### config.mk
export PLATFORM = sky130hd
export DESIGN_NAME = perf_counter_master
export DESIGN_NICKNAME = d
export VERILOG_FILES = /design/src/rtl/perf_counter_pkg.sv /design/src/rtl/perf_counter_master.sv
export SDC_FILE = /design/constraint.sdc
export NUM_CORES = 1
export LEC_CHECK = 0
export BUFFER_PORTS_ARGS = -buffer_cell sky130_fd_sc_hd__buf_2
export CAP_MARGIN = 20
export CORE_ASPECT_RATIO = 1.75
export CORE_MARGIN = 2
export CORE_UTILIZATION = 45
export CTS_CLUSTER_DIAMETER = 30
export CTS_CLUSTER_SIZE = 14
export DETAILED_ROUTE_END_ITERATION = 10
export HOLD_SLACK_MARGIN = 0.05
export PLACE_DENSITY = 0.74
export SLEW_MARGIN = 20
export SYNTH_ARGS = -nofsm -noshare
export SYNTH_HDL_FRONTEND = slang
export SYNTH_SLANG_ARGS = --single-unit
### constraint.sdc
create_clock -name clk -period 1.6 [get_ports clk]
set_input_delay 0.4 -clock clk [delete_from_list [all_inputs] [get_ports clk]]
set_output_delay 0.4 -clock clk [all_outputs]
set_load 0.05 [all_outputs]
### src/rtl/perf_counter_pkg.sv
// Shared encodings for the performance-counter control master: command ops,
// FSM states and the slave word map.
package perf_counter_pkg;

  typedef enum logic [1:0] {
    OP_START        = 2'b00,
    OP_STOP         = 2'b01,
    OP_GLOBAL_RESET = 2'b10,
    OP_READ         = 2'b11
  } cmd_op_t;

  // ST_RD4 is only reached when the tear-retry read sequence is built in.
  typedef enum logic [2:0] {
    ST_IDLE,
    ST_WR,
    ST_RD0,
    ST_RD1,
    ST_RD2,
    ST_RD3,
    ST_RD4,
    ST_RESP
  } pcm_state_t;

  localparam int unsigned OFF_STOP_LO       = 0;
  localparam int unsigned OFF_GO_HI         = 1;
  localparam int unsigned OFF_EVENT         = 2;
  localparam int unsigned SECTION_STRIDE    = 4;
  localparam int unsigned GLOBAL_RESET_DATA = 1;

  // Word address of a register within a counter section.
  function automatic int unsigned word_addr(input logic [2:0] sec,
                                            input int unsigned off);
    return int'(sec) * SECTION_STRIDE + off;
  endfunction

endpackage

### src/rtl/perf_counter_master.sv
// Avalon-MM master that issues start/stop/global-reset writes and 64-bit
// time + 32-bit event reads to the 8-section performance-counter slave.
// Optional feature macro: PERF_COUNTER_MASTER_TEAR_RETRY_EN
//   defined   : read order hi/lo/hi/events, retried up to 3 attempts on a
//               high-word mismatch, res_err flags an unresolved tear.
//   undefined : plain lo/hi/events read order.
module perf_counter_master
  import perf_counter_pkg::*;
#(
  parameter int unsigned NUM_SECTIONS = 8,
  parameter int unsigned ADDR_W       = 5,
  parameter int unsigned DATA_W       = 32
) (
  input  logic              clk,
  input  logic              reset,
  input  logic              cmd_valid,
  output logic              cmd_ready,
  input  logic [1:0]        cmd_op,
  input  logic [2:0]        cmd_section,
  output logic              res_valid,
  input  logic              res_ready,
  output logic [2:0]        res_section,
  output logic [63:0]       res_time,
  output logic [31:0]       res_events,
  output logic              res_err,
  output logic [ADDR_W-1:0] avm_address,
  output logic              avm_write,
  output logic              avm_read,
  output logic              avm_begintransfer,
  output logic [DATA_W-1:0] avm_writedata,
  input  logic [DATA_W-1:0] avm_readdata,
  output logic              busy
);

  pcm_state_t  state_q, state_d;
  cmd_op_t     op_q;
  logic [2:0]  sec_q;
  logic [63:0] res_time_q;
  logic [31:0] res_events_q;
  logic        res_err_q;
  logic [2:0]  res_section_q;
  logic        cmd_fire;
  logic        sec_in_range;
  logic [31:0] rdata32;

`ifdef PERF_COUNTER_MASTER_TEAR_RETRY_EN
  logic [31:0] h1_q;
  logic [1:0]  try_q;
`endif

  assign res_valid    = (state_q == ST_RESP);
  assign cmd_ready    = (state_q == ST_IDLE) && !res_valid;
  assign busy         = (state_q != ST_IDLE);
  assign cmd_fire     = cmd_valid && cmd_ready;
  assign sec_in_range = (32'(cmd_section) < NUM_SECTIONS);
  assign rdata32      = 32'(avm_readdata);

  assign res_time    = res_time_q;
  assign res_events  = res_events_q;
  assign res_err     = res_err_q;
  assign res_section = res_section_q;

  // State register; reset aborts any bus cycle and drops pending results.
  always_ff @(posedge clk) begin
    if (reset) state_q <= ST_IDLE;
    else       state_q <= state_d;
  end

  // Next-state decode and bus strobes/address/data; bus is idle-zero.
  always_comb begin
    state_d           = state_q;
    avm_write         = 1'b0;
    avm_read          = 1'b0;
    avm_begintransfer = 1'b0;
    avm_address       = '0;
    avm_writedata     = '0;
    case (state_q)
      ST_IDLE: begin
        if (cmd_fire) begin
          if (!sec_in_range)
            state_d = (cmd_op == OP_READ) ? ST_RESP : ST_IDLE;
          else
            state_d = (cmd_op == OP_READ) ? ST_RD0 : ST_WR;
        end
      end
      ST_WR: begin
        avm_write         = 1'b1;
        avm_begintransfer = 1'b1;
        if (op_q == OP_GLOBAL_RESET) begin
          avm_address   = '0;
          avm_writedata = DATA_W'(GLOBAL_RESET_DATA);
        end else begin
          avm_address = ADDR_W'(word_addr(sec_q,
                          (op_q == OP_START) ? OFF_GO_HI : OFF_STOP_LO));
        end
        state_d = ST_IDLE;
      end
`ifdef PERF_COUNTER_MASTER_TEAR_RETRY_EN
      ST_RD0: begin
        avm_read = 1'b1; avm_begintransfer = 1'b1;
        avm_address = ADDR_W'(word_addr(sec_q, OFF_GO_HI));
        state_d = ST_RD1;
      end
      ST_RD1: begin
        avm_read = 1'b1; avm_begintransfer = 1'b1;
        avm_address = ADDR_W'(word_addr(sec_q, OFF_STOP_LO));
        state_d = ST_RD2;
      end
      ST_RD2: begin
        avm_read = 1'b1; avm_begintransfer = 1'b1;
        avm_address = ADDR_W'(word_addr(sec_q, OFF_GO_HI));
        state_d = ST_RD3;
      end
      ST_RD3: begin
        avm_read = 1'b1; avm_begintransfer = 1'b1;
        avm_address = ADDR_W'(word_addr(sec_q, OFF_EVENT));
        state_d = ST_RD4;
      end
      ST_RD4: begin
        // H1 is in h1_q, H2 already landed in the upper time word.
        if ((h1_q == res_time_q[63:32]) || (try_q == 2'd2)) state_d = ST_RESP;
        else                                                 state_d = ST_RD0;
      end
`else
      ST_RD0: begin
        avm_read = 1'b1; avm_begintransfer = 1'b1;
        avm_address = ADDR_W'(word_addr(sec_q, OFF_STOP_LO));
        state_d = ST_RD1;
      end
      ST_RD1: begin
        avm_read = 1'b1; avm_begintransfer = 1'b1;
        avm_address = ADDR_W'(word_addr(sec_q, OFF_GO_HI));
        state_d = ST_RD2;
      end
      ST_RD2: begin
        avm_read = 1'b1; avm_begintransfer = 1'b1;
        avm_address = ADDR_W'(word_addr(sec_q, OFF_EVENT));
        state_d = ST_RD3;
      end
      ST_RD3: state_d = ST_RESP;
`endif
      ST_RESP: begin
        if (res_ready) state_d = ST_IDLE;
      end
      default: state_d = ST_IDLE;
    endcase
  end

  // Command latch and read-data capture; readdata lags the address by one cycle.
  always_ff @(posedge clk) begin
    if (reset) begin
      op_q          <= OP_START;
      sec_q         <= '0;
      res_time_q    <= '0;
      res_events_q  <= '0;
      res_err_q     <= 1'b0;
      res_section_q <= '0;
`ifdef PERF_COUNTER_MASTER_TEAR_RETRY_EN
      h1_q          <= '0;
      try_q         <= '0;
`endif
    end else begin
      case (state_q)
        ST_IDLE: begin
          if (cmd_fire) begin
            op_q  <= cmd_op_t'(cmd_op);
            sec_q <= cmd_section;
            if (cmd_op == OP_READ) begin
              res_section_q <= cmd_section;
              res_time_q    <= '0;
              res_events_q  <= '0;
              res_err_q     <= !sec_in_range;
            end
`ifdef PERF_COUNTER_MASTER_TEAR_RETRY_EN
            try_q <= '0;
`endif
          end
        end
`ifdef PERF_COUNTER_MASTER_TEAR_RETRY_EN
        ST_RD1: h1_q               <= rdata32;
        ST_RD2: res_time_q[31:0]   <= rdata32;
        ST_RD3: res_time_q[63:32]  <= rdata32;
        ST_RD4: begin
          res_events_q <= rdata32;
          if (h1_q != res_time_q[63:32]) begin
            if (try_q == 2'd2) res_err_q <= 1'b1;
            else               try_q     <= try_q + 2'd1;
          end
        end
`else
        ST_RD1: res_time_q[31:0]  <= rdata32;
        ST_RD2: res_time_q[63:32] <= rdata32;
        ST_RD3: res_events_q      <= rdata32;
`endif
        default: ;
      endcase
    end
  end

endmodule

==> results of run 1 <==
==> synth_stat cells, types with 10 or more instances <==
cell        n  area, um^2
inv_1      35         131
buf_1      10        37.5
o311ai_1   30         263
a21oi_1    34         170
buf_4      34         255
dfxtp_1   107        2140
nor2_1     13        48.8
buf_2      12        60.1
nand3_1    32         160
nand4_1    32         200
o21ai_0    33         165
o211ai_1   32         240
clkbuf_1   32         120
nand2_1   141         529
==> per-stage QoR <==
stage / instance area, um^2 / hold slack, ns / power (W) / worst slack, ns
after floorplan: 5030 / 0.460 / 0.00367 / -0.261
after global placement: 5800 / 0.442 / 0.00394 / 0.0256
after detailed placement: 5800 / 0.456 / 0.00396 / -0.0783
after CTS: 6290 / 0.281 / 0.00611 / -0.275
after global routing: 6880 / 0.297 / 0.00641 / -0.321
final: 6880 / 0.296 / 0.00619 / -0.282
==> cell families (layout without fill, tap and decap cells) <==
logic type	after synthesis	in the layout	synth area share, %
AOI/OAI and AO/OA	142	142	19.5
other	1	32	0.0772
DFF	107	107	44.1
buffers and inverters	126	254	12.8
muxes	8	8	1.65
and+or+nand+nor	232	232	21.9
==> layer usage <==
metal / part of all wire, % / up-vias
met5: 0 / -
met4: 3.5 / 0
met3: 7.0 / 43
met2: 52 / 272
met1: 38 / 2484
li1: - / 2387
==> report_power, final <==
part / switching (W) / leakage [nW] / internal [W]
logic: 0.000957 / 1.92 / 0.000363
registers: 0.0000407 / 0.866 / 0.00272
clock network: 0.00100 / 0.136 / 0.00111
==> path summary, 6_finish.rpt <==
kind,to,slack [ns],cells past startpoint
worst max-delay path,avm_begintransfer,-0.28,5
worst min-delay path,res_events[2],0.30,3
worst max register to register,res_events[14],-0.02,8
worst min register to register,res_section[2],0.47,2
==> placed cells by master, fill, tap and decap left out, types with 4 or more instances in the layout <==
cell / synthesis / routed
nor2_1: 13 / 6
dfxtp_1: 107 / 104
conb_1: 1 / 32
nand4_1: 32 / 32
o211ai_1: 32 / 32
buf_12: 0 / 7
a21oi_1: 34 / 34
o21a_1: 4 / 4
buf_4: 34 / 26
nor2_4: 0 / 6
nand2_4: 0 / 15
clkbuf_16: 0 / 12
buf_8: 0 / 6
o311ai_2: 0 / 22
buf_2: 12 / 139
nand3_1: 32 / 32
o311ai_1: 30 / 6
nand2_1: 141 / 107
o21ai_0: 33 / 32
inv_1: 35 / 34
buf_6: 1 / 20
nand2_2: 0 / 19
o311ai_4: 0 / 4
mux2i_1: 8 / 8
==> state kept, by name, indices dropped and copies added (netlist names) <==
name / count
sec_q: 3
op_q: 2
state_q: 3
res_events: 32
res_section: 3
res_time: 64
==> worst max-delay path, cell delays in order, from the launching register on <==
cell,delay (ns)
dfxtp_4,0.36
nor3b_4,0.25
buf_4,0.17
a21o_4,0.09
nand2b_4,0.11
buf_6,0.15
==> cell type report <==
cell class              count  area, um^2  share of cell area [%]
multi-input cells         414        2720                    39.6
flip-flops and latches    107        2150                    31.3
repair buffers            201        1420                    20.7
clock buffers              11         243                    3.53
well taps                 130         163                    2.37
inverters                  37         144                    2.09
clock inverters             5        35.0                   0.509
==> what timing repair did <==
item	CTS	global route
endpoints found under the setup margin	47	109
setup buffers	10	4
cloned	2	4
resized for setup	43	104
hold buffers	0	0
pin swaps	5	26
==> qor.csv, run 1 <==
stage,metric,value,unit
run_status,run_status,finished with violations,
run_status,violations,setup timing,
timing,layout_worst_path_cycle_share,118,%
cells_and_area,final_nets,811,
yosys,synth_edf_count,0,
global_routing,grt_use_met1,31.7,%
yosys,synth.distinct_cells,35,
cells_and_area,nFillCells,848,
timing,peak_freq,0.531,GHz
setup_path,critical_path_peak_fanout,3,
floorplanning,core_area,10600,um^2
clock_network,total_clock_buffers_created_by_cts,9,
run,max_cap_violations,0,
setup_path,critPathCaptureType,primary output,
routing,firstDrtPassIters,6,
routing,drt-wirelength-per-cell,18.0,um
floorplanning,initial_core_util,45.7,%
worst_hold_path,worstHoldStart,avm_readdata[2],
timing,rsz0062_at_grt,yes,
timing,worstMarginPinSlew,0.591,ns
timing,max-slew-margin-rel,60.6,%
placed_design,gp_routability_congestion,0.821,
power,leakagePower,2.92,nW
clock_network,cts_tree,done,
cells_and_area,finalNonFillerCells,905,
clock_network,clk-insertion-delay-late,0.35,ns
power,worst_ir_drop_vdd,0.000690,V
timing,fin_setup_tns,-2.21,ns
global_routing,grt.busiest_layer,met2,
timing,timing.final.setup_violations,20,
placed_design,placedCellCount,870,
global_routing,gr-usage-all-layers,26.1,%
routing,drt-total-wl,16300,um
floorplanning,boundaryPins,184,
yosys,synthArstFlopShare,0,%
timing,timing.final.crit_period,1.88,ns
cells_and_area,post_route_cells_drive_above_1_share,38.5,%
yosys,syn-mean-instance-area,7.89,um^2
cells_and_area,antenna_diode_instance_count,0,
clock_network,clockRootBuffer,clkbuf_16,
setup_path,worstSetupStartpoint,state_q[1],
placed_design,portBuffers,151,
global_routing,global_route_track_usage_on_met3,4.52,%
clock_network,cts_max_level,3,
routing,num_vias,5186,
global_routing,grt_overflow_total,0,
global_routing,first_global_vias,4652,
clock_network,clock_sinks,107,
placed_design,post-dp-hpwl,9940,um
setup_path,crit_path_start_kind,flop,
global_routing,grt_start_max_net_pins,65,
worst_hold_path,hold_path.class,input pin to flop,
global_routing,antenna_violations_before_repair,0,
setup_path,critPathRequiredTime,1.20,ns
cells_and_area,post-route-util,64.7,%
floorplanning,fp.dieArea,11700,um^2
global_routing,grt.met2_usage,44.4,%
routing,detail_route.iter0.violations,346,
yosys,postSynthRegisterBits,107,
timing,final_hold_viol_count,0,
timing,pins_over_their_slew_limit,0,
setup_path,worst-setup-path-type,flop to primary output,
routing,route.antenna.remaining_nets,0,
routing,via_per_inst,5.73,
timing,worst_slack,-0.282,ns
timing,fin_skew,0.00664,ns
setup_path,worst_r2r_startpoint,state_q[1],
yosys,post_synthesis_instance_total,616,
cells_and_area,areaGrowthSynthToFinish,41.5,%
floorplanning,fp.dieH,141,um
clock_network,cts.reportedPaths.clkPinSlew,0.07,ns
routing,remaining_drc_errors,0,
yosys,mappedNetlistArea,4860,um^2
power,cellPowerDensity,900,nW/um^2
setup_path,arrival,1.48,ns
global_routing,global_route_wire_length_before_repair,23700,um
floorplanning,std_cell_rows,50,
yosys,yosysWarnings,0,
yosys,yosys_most_used_dff,dfxtp_1,
clock_network,cts_max_path_buffers,2,
floorplanning,dieWidth,82.5,um
yosys,ys_seq_area_share,44.1,%
Note: power is estimated with default switching activity, not from simulation.
==> run 2, diff against run 1 <==
GPL_ROUTABILITY_DRIVEN = 0   (was unset)
SKIP_CTS_REPAIR_TIMING = 1   (was unset)
==> run 2 against run 1 <==
The run still ends with setup timing left. Sequential share of layout area is 1.6 points higher. Global-route usage is 0.91 points lower. Power is 0.46% lower. Via count is 1.1% lower. Critical path depth stayed put. Die area stayed put. Register-to-register slack worse by 0.03 ns. Critical endpoint unchanged.
==> qor.csv, run 2 (synthesis gave the netlist of run 1 again) <==
stage,metric,value,unit,change
placed_design,portBuffers,151,,unchanged
global_routing,first_global_vias,4530,,-2.6%
timing,worst_slack,-0.324,ns,-0.0416 ns
power,switching_share,32.0,%,-0.27 points
power,clock_power_share,34.4,%,+0.3 points
routing,drt-total-wl,15700,um,-4.0%
routing,drt-wirelength-per-cell,17.4,um,-3.6%
setup_path,critical_path_peak_fanout,5,,+2
floorplanning,initial_core_util,45.7,%,unchanged
power,leakagePower,2.71,nW,-7.3%
setup_path,crit_path_top_delay_cell,dfxtp_4,,
routing,met3_length,988,um,-13%
routing,via_per_inst,5.69,,-0.75%
timing,max-slew-margin-rel,65.0,%,+4.4 points
setup_path,arrival,1.52,ns,+0.04 ns
cells_and_area,layout.cells.most_common_list,"142 x buf_2, 133 x nand2_1, 104 x dfxtp_1",,
global_routing,gr-usage-all-layers,25.2,%,-0.91 points
floorplanning,boundaryPins,184,,unchanged
setup_path,critPathRequiredTime,1.20,ns,about the same
cells_and_area,leading_cell_type_in_the_layout_fill_and_taps_excluded,buf_2,,
routing,drt-met1-wl,6020,um,-2.7%
power,netSwitchingPower,0.00197,W,-1.3%
cells_and_area,antenna_diode_instance_count,0,,unchanged
setup_path,max_stage_delay,0.37,ns,about the same
run_status,violations,setup timing,,
setup_path,worst-setup-path-type,flop to primary output,,
timing,fin_skew,0.00646,ns,-0.000180 ns
global_routing,antenna_violations_before_repair,0,,unchanged
clock_network,cts_max_path_buffers,2,,unchanged
cells_and_area,post_route_cells_drive_above_1_share,32.5,%,-5.9 points
run_status,run_status,finished with violations,,
global_routing,grt_start_max_net_pins,65,,unchanged
setup_path,cp_cell_sequence,nor3b_4 > buf_4 > a21o_4 > nand2b_4 > buf_6,,
clock_network,cts_max_level,3,,unchanged
routing,met2_routed_length,8220,um,-2.4%
cells_and_area,final_nets,808,,-0.37%
floorplanning,std_cell_rows,50,,unchanged
global_routing,global_route_wire_length_before_repair,22900,um,-3.4%
clock_network,cts_tree,done,,
cells_and_area,areaGrowthSynthToFinish,34.7,%,
clock_network,clockRootBuffer,clkbuf_16,,
placed_design,placedCellCount,870,,unchanged
routing,detail_route.iter0.violations,338,,-2.3%
timing,worstMarginPinSlew,0.525,ns,-0.0659 ns
routing,firstDrtPassIters,5,,-1
clock_network,clock_sinks,107,,unchanged
worst_hold_path,hold_path.class,input pin to flop,,
timing,pins_over_their_slew_limit,0,,unchanged
timing,timing.final.setup_violations,24,,+20%
floorplanning,fp.dieH,141,um,unchanged
power,worst_ir_drop_vdd,0.000651,V,-5.7%
worst_hold_path,min_to,res_events[2],,
routing,top_layer_used,met4,,
timing,peak_freq,0.520,GHz,-2.2%
routing,remaining_drc_errors,0,,unchanged
timing,layout_worst_path_cycle_share,120,%,+2.6 points
timing,fin_setup_tns,-3.44,ns,-1.22 ns
timing,timing.final.crit_period,1.92,ns,+0.0416 ns
cells_and_area,largest_reg_flops,64,,unchanged
cells_and_area,nFillCells,915,,+7.9%
floorplanning,dieWidth,82.5,um,unchanged
routing,num_vias,5130,,-1.1%
power,cellInternalPower,0.00419,W,about the same
global_routing,grt_overflow_total,0,,unchanged
worst_hold_path,hold_path_depth,3,,unchanged
routing,route.antenna.remaining_nets,0,,unchanged
timing,final_hold_viol_count,0,,unchanged
power,design_power_total,0.00616,W,-0.46%
run,max_cap_violations,0,,unchanged
worst_hold_path,worstHoldStart,avm_readdata[2],,
clock_network,cts.reportedPaths.clkPinSlew,0.07,ns,about the same
floorplanning,core_area,10600,um^2,unchanged
setup_path,critPathCaptureType,primary output,,
cells_and_area,finalNonFillerCells,902,,-0.33%
clock_network,total_clock_buffers_created_by_cts,9,,unchanged
power,seqPwrFrac,44.9,%,+0.3 points
clock_network,clk-insertion-delay-late,0.35,ns,about the same
timing,rsz0062_at_grt,yes,,
floorplanning,fp.dieArea,11700,um^2,unchanged
power,cellPowerDensity,942,nW/um^2,+4.6%
setup_path,reg2reg_depth,9,,+1
setup_path,reg2reg_slack,-0.05,ns,-0.03 ns
power,power.share.combinational,20.8,%,-0.5 points
timing,hold_ws,0.291,ns,-0.00532 ns
setup_path,crit_path_start_kind,flop,,
setup_path,worst_r2r_startpoint,state_q[1],,
placed_design,post-dp-hpwl,9940,um,unchanged
setup_path,reg_to_reg_end,res_events[10],,
-- run 2: cell type report --
class | count | area [um^2] | area share (%)
clock inverter | 5 | 35.0 | 0.535
multi-input combinational | 414 | 2440 | 37.4
timing repair buffer | 198 | 1370 | 20.9
clock buffer | 11 | 243 | 3.71
sequential | 107 | 2150 | 32.9
tap | 130 | 163 | 2.49
inverter | 37 | 139 | 2.12
-- run 2: worst max-delay path, delay by kind of cell (launching register included) --
family                 cells  cell delay, ns
and+or+nand+nor            2            0.40
AOI/OAI and AO/OA          1            0.09
DFF                        1            0.37
buffers and inverters      2            0.33
-- run 2: metrics by stage --
step | setup slack (ns) | util (%) | area, um^2
floorplan | -0.261 | - | 5030
global placement | 0.0256 | 54.5 | 5800
CTS | -0.374 | 57.1 | 6070
detailed placement | -0.0783 | 54.5 | 5800
global route | -0.369 | 61.5 | 6540
finish | -0.324 | 61.5 | 6540
-- run 2: how the worst max path moves through the flow --
stage	start	endpoint	slack, ns	depth (start not counted)
2_1_floorplan	state_q[1]	busy	-0.26	4
3_3_place_gp	state_q[0]	res_time[58]	0.03	4
3_5_place_dp	state_q[0]	res_time[62]	-0.08	4
4_1_cts	state_q[2]	avm_begintransfer	-0.37	5
5_1_grt	state_q[0]	avm_begintransfer	-0.37	5
6_report	state_q[0]	avm_begintransfer	-0.32	5
-- run 2: power by group through the flow --
stage	combinational, W	sequential, W	clock [W]
floorplan	0.000710	0.00296	0
global placement	0.00113	0.00282	0
detailed placement	0.00114	0.00282	0
CTS	0.00114	0.00276	0.00213
global route	0.00135	0.00277	0.00225
finish	0.00128	0.00276	0.00212
-- run 2: routing by layer --
metal / GRT usage [%] / vias to the layer above
met4: 9.92 / 0
met3: 3.88 / 36
met2: 42.8 / 251
li1: - / 2379
met1: 31.2 / 2464
met5: 0 / -
==> run 3, diff against run 2 <==
PLACE_DENSITY = 0.8   (was 0.74)
==> run 3 against run 2 <==
The run still ends with setup timing left. Final area down 4.2%. Maximum frequency grew 1.8%. Critical path depth stayed put. Global-route usage grew 1.1 points. Via count grew 0.31%. Non-clock buffer count is 10 lower. Power shrank 0.19%. Critical endpoint unchanged.
==> qor.csv, run 3 (synthesis gave the netlist of run 1 again) <==
stage,metric,value,unit,change
run_status,run_status,finished with violations,,
run_status,violations,setup timing,,
timing,timing.final.crit_period,1.89,ns,-0.0334 ns
global_routing,grt_overflow_total,0,,unchanged
timing,pins_over_their_slew_limit,0,,unchanged
cells_and_area,nFillCells,977,,+6.8%
worst_hold_path,hold_path.class,input pin to flop,,
clock_network,cts_max_path_buffers,2,,unchanged
power,worst_ir_drop_vdd,0.000692,V,+6.4%
routing,remaining_drc_errors,0,,unchanged
floorplanning,fp.dieH,141,um,unchanged
floorplanning,fp.dieArea,11700,um^2,unchanged
setup_path,critPathRequiredTime,1.20,ns,about the same
cells_and_area,layout.cells.most_common_list,"141 x buf_2, 140 x nand2_1, 105 x dfxtp_1",,
timing,worstMarginPinSlew,0.635,ns,+0.110 ns
setup_path,crit_path_start_kind,flop,,
placed_design,portBuffers,151,,unchanged
floorplanning,std_cell_rows,50,,unchanged
cells_and_area,areaGrowthSynthToFinish,29.0,%,
cells_and_area,area.sequential,2150,um^2,about the same
cells_and_area,finalNonFillerCells,893,,-1.0%
timing,timing.final.setup_violations,19,,-21%
cells_and_area,post-route-util,58.9,%,-2.6 points
cells_and_area,final_nets,798,,-1.2%
setup_path,max_stage_delay,0.37,ns,about the same
run,max_cap_violations,0,,unchanged
routing,firstDrtPassIters,7,,+2
setup_path,reg2reg_depth,4,,-5
timing,max-slew-margin-rel,57.6,%,-7.4 points
routing,num_vias,5146,,+0.31%
global_routing,global_route_wire_length_before_repair,23800,um,+4.0%
routing,route.antenna.remaining_nets,0,,unchanged
routing,via_per_inst,5.76,,+1.3%
setup_path,timing.critical_path.max_delay_family,flip-flops,,
cells_and_area,leading_cell_type_in_the_layout_fill_and_taps_excluded,buf_2,,
cells_and_area,post_route_cells_drive_above_1_share,29.8,%,-2.7 points
clock_network,cts_max_level,3,,unchanged
global_routing,antenna_violations_before_repair,1,,+1
setup_path,timing.critical_path.depth,5,,unchanged
placed_design,post-dp-hpwl,10700,um,+7.2%
clock_network,clk-insertion-delay-late,0.36,ns,about the same
placed_design,placedCellCount,871,,+0.11%
clock_network,cts_tree,done,,
global_routing,first_global_vias,4856,,+7.2%
timing,fin_setup_tns,-2.94,ns,+0.495 ns
setup_path,critPathBufInv,2,,unchanged
clock_network,clockRootBuffer,clkbuf_16,,
floorplanning,dieWidth,82.5,um,unchanged
setup_path,endpoint,avm_begintransfer,,
setup_path,worstSetupStartpoint,state_q[0],,
setup_path,critical_path_peak_fanout,5,,unchanged
routing,drt-wirelength-per-cell,17.3,um,-0.74%
floorplanning,initial_core_util,45.7,%,unchanged
global_routing,gr-usage-all-layers,26.3,%,+1.1 points
clock_network,total_clock_buffers_created_by_cts,9,,unchanged
setup_path,arrival,1.49,ns,-0.03 ns
global_routing,grt_start_max_net_pins,65,,unchanged
cells_and_area,total_area_of_multi_input_combinational_cells,2330,um^2,-4.6%
timing,fin_skew,0.0127,ns,+0.00619 ns
setup_path,reg2reg_slack,-0.08,ns,-0.03 ns
floorplanning,boundaryPins,184,,unchanged
setup_path,reg_to_reg_end,res_time[40],,
cells_and_area,largest_reg_flops,64,,unchanged
timing,rsz0062_at_grt,yes,,
setup_path,critPathCaptureType,primary output,,
timing,worst_slack,-0.290,ns,+0.0334 ns
setup_path,crit_path_top_delay_cell,dfxtp_4,,
clock_network,clock_sinks,107,,unchanged
power,cellPowerDensity,981,nW/um^2,+4.2%
setup_path,worst-setup-path-type,flop to primary output,,
clock_network,cts.reportedPaths.clkPinSlew,0.08,ns,about the same
power,leakagePower,2.54,nW,-6.2%
timing,layout_worst_path_cycle_share,118,%,-2.1 points
timing,final_hold_viol_count,0,,unchanged
routing,detail_route.iter0.violations,406,,+20%
timing,peak_freq,0.529,GHz,+1.8%
setup_path,cp_cell_sequence,nor3b_4 > buf_4 > a21o_4 > nand2b_4 > buf_6,,
setup_path,worst_r2r_startpoint,state_q[0],,
floorplanning,core_area,10600,um^2,unchanged
routing,drt-total-wl,15400,um,-1.7%
run 3: cell count changes in the layout (fill, tap and decap cells not counted), sizes merged:
cell | previous run | this run
buf | 197 | 188
clkbuf | 12 | 10
clkinvlp | 1 | 2
diode | 0 | 1
run 3: stage by stage:
| stage | worst slack, ns | hold slack, ns | total power (W) | instance area, um^2 |
|---|---|---|---|---|
| 6_report | -0.290 | 0.282 | 0.00615 | 6270 |
| 5_1_grt | -0.349 | 0.277 | 0.00637 | 6270 |
| 4_1_cts | -0.398 | 0.273 | 0.00610 | 6100 |
| 3_5_place_dp | -0.127 | 0.455 | 0.00397 | 5820 |
| 3_3_place_gp | 0.0244 | 0.444 | 0.00395 | 5820 |
| 2_1_floorplan | -0.261 | 0.460 | 0.00367 | 5030 |
run 3: cell type report:
class / count / share of cell area (%)
Clock inverter: 6 / 0.779
Clock buffer: 10 / 3.81
Tap cell: 130 / 2.60
Sequential cell: 107 / 34.3
Multi-Input combinational cell: 414 / 37.2
Inverter: 37 / 2.22
Timing Repair Buffer: 188 / 19.0
Antenna cell: 1 / 0.0399
run 3: metal layers:
metal	GRT usage (%)	part of all wire, %	wire (um)	up-vias
li1	-	-	-	2360
met2	43.3	52	7990	280
met4	15.8	4.9	760	0
met1	30.5	36	5570	2449
met3	5.41	7.0	1090	57
met5	0	0	0	-
run 3: how the worst min path moves through the flow:
stage / start / endpoint / slack (ns) / depth (start not counted)
after floorplan: sec_q[0] / sec_q[0] / 0.46 / 2
after global placement: res_section[2] / res_section[2] / 0.44 / 2
after detailed placement: res_section[2] / res_section[2] / 0.46 / 2
after CTS: avm_readdata[2] / res_events[2] / 0.27 / 3
after global routing: avm_readdata[2] / res_events[2] / 0.28 / 3
final: avm_readdata[7] / res_events[7] / 0.28 / 3
run 3: power by group:
| group | internal (W) | switching, W |
|---|---|---|
| registers | 0.00272 | 0.0000413 |
| logic | 0.000333 | 0.000902 |
| clock network | 0.00112 | 0.00104 |
run 3: worst min-delay path: stages:
cell and delay [ns]:
buf_2 0.10, nand2_1 0.05, o311ai_1 0.06
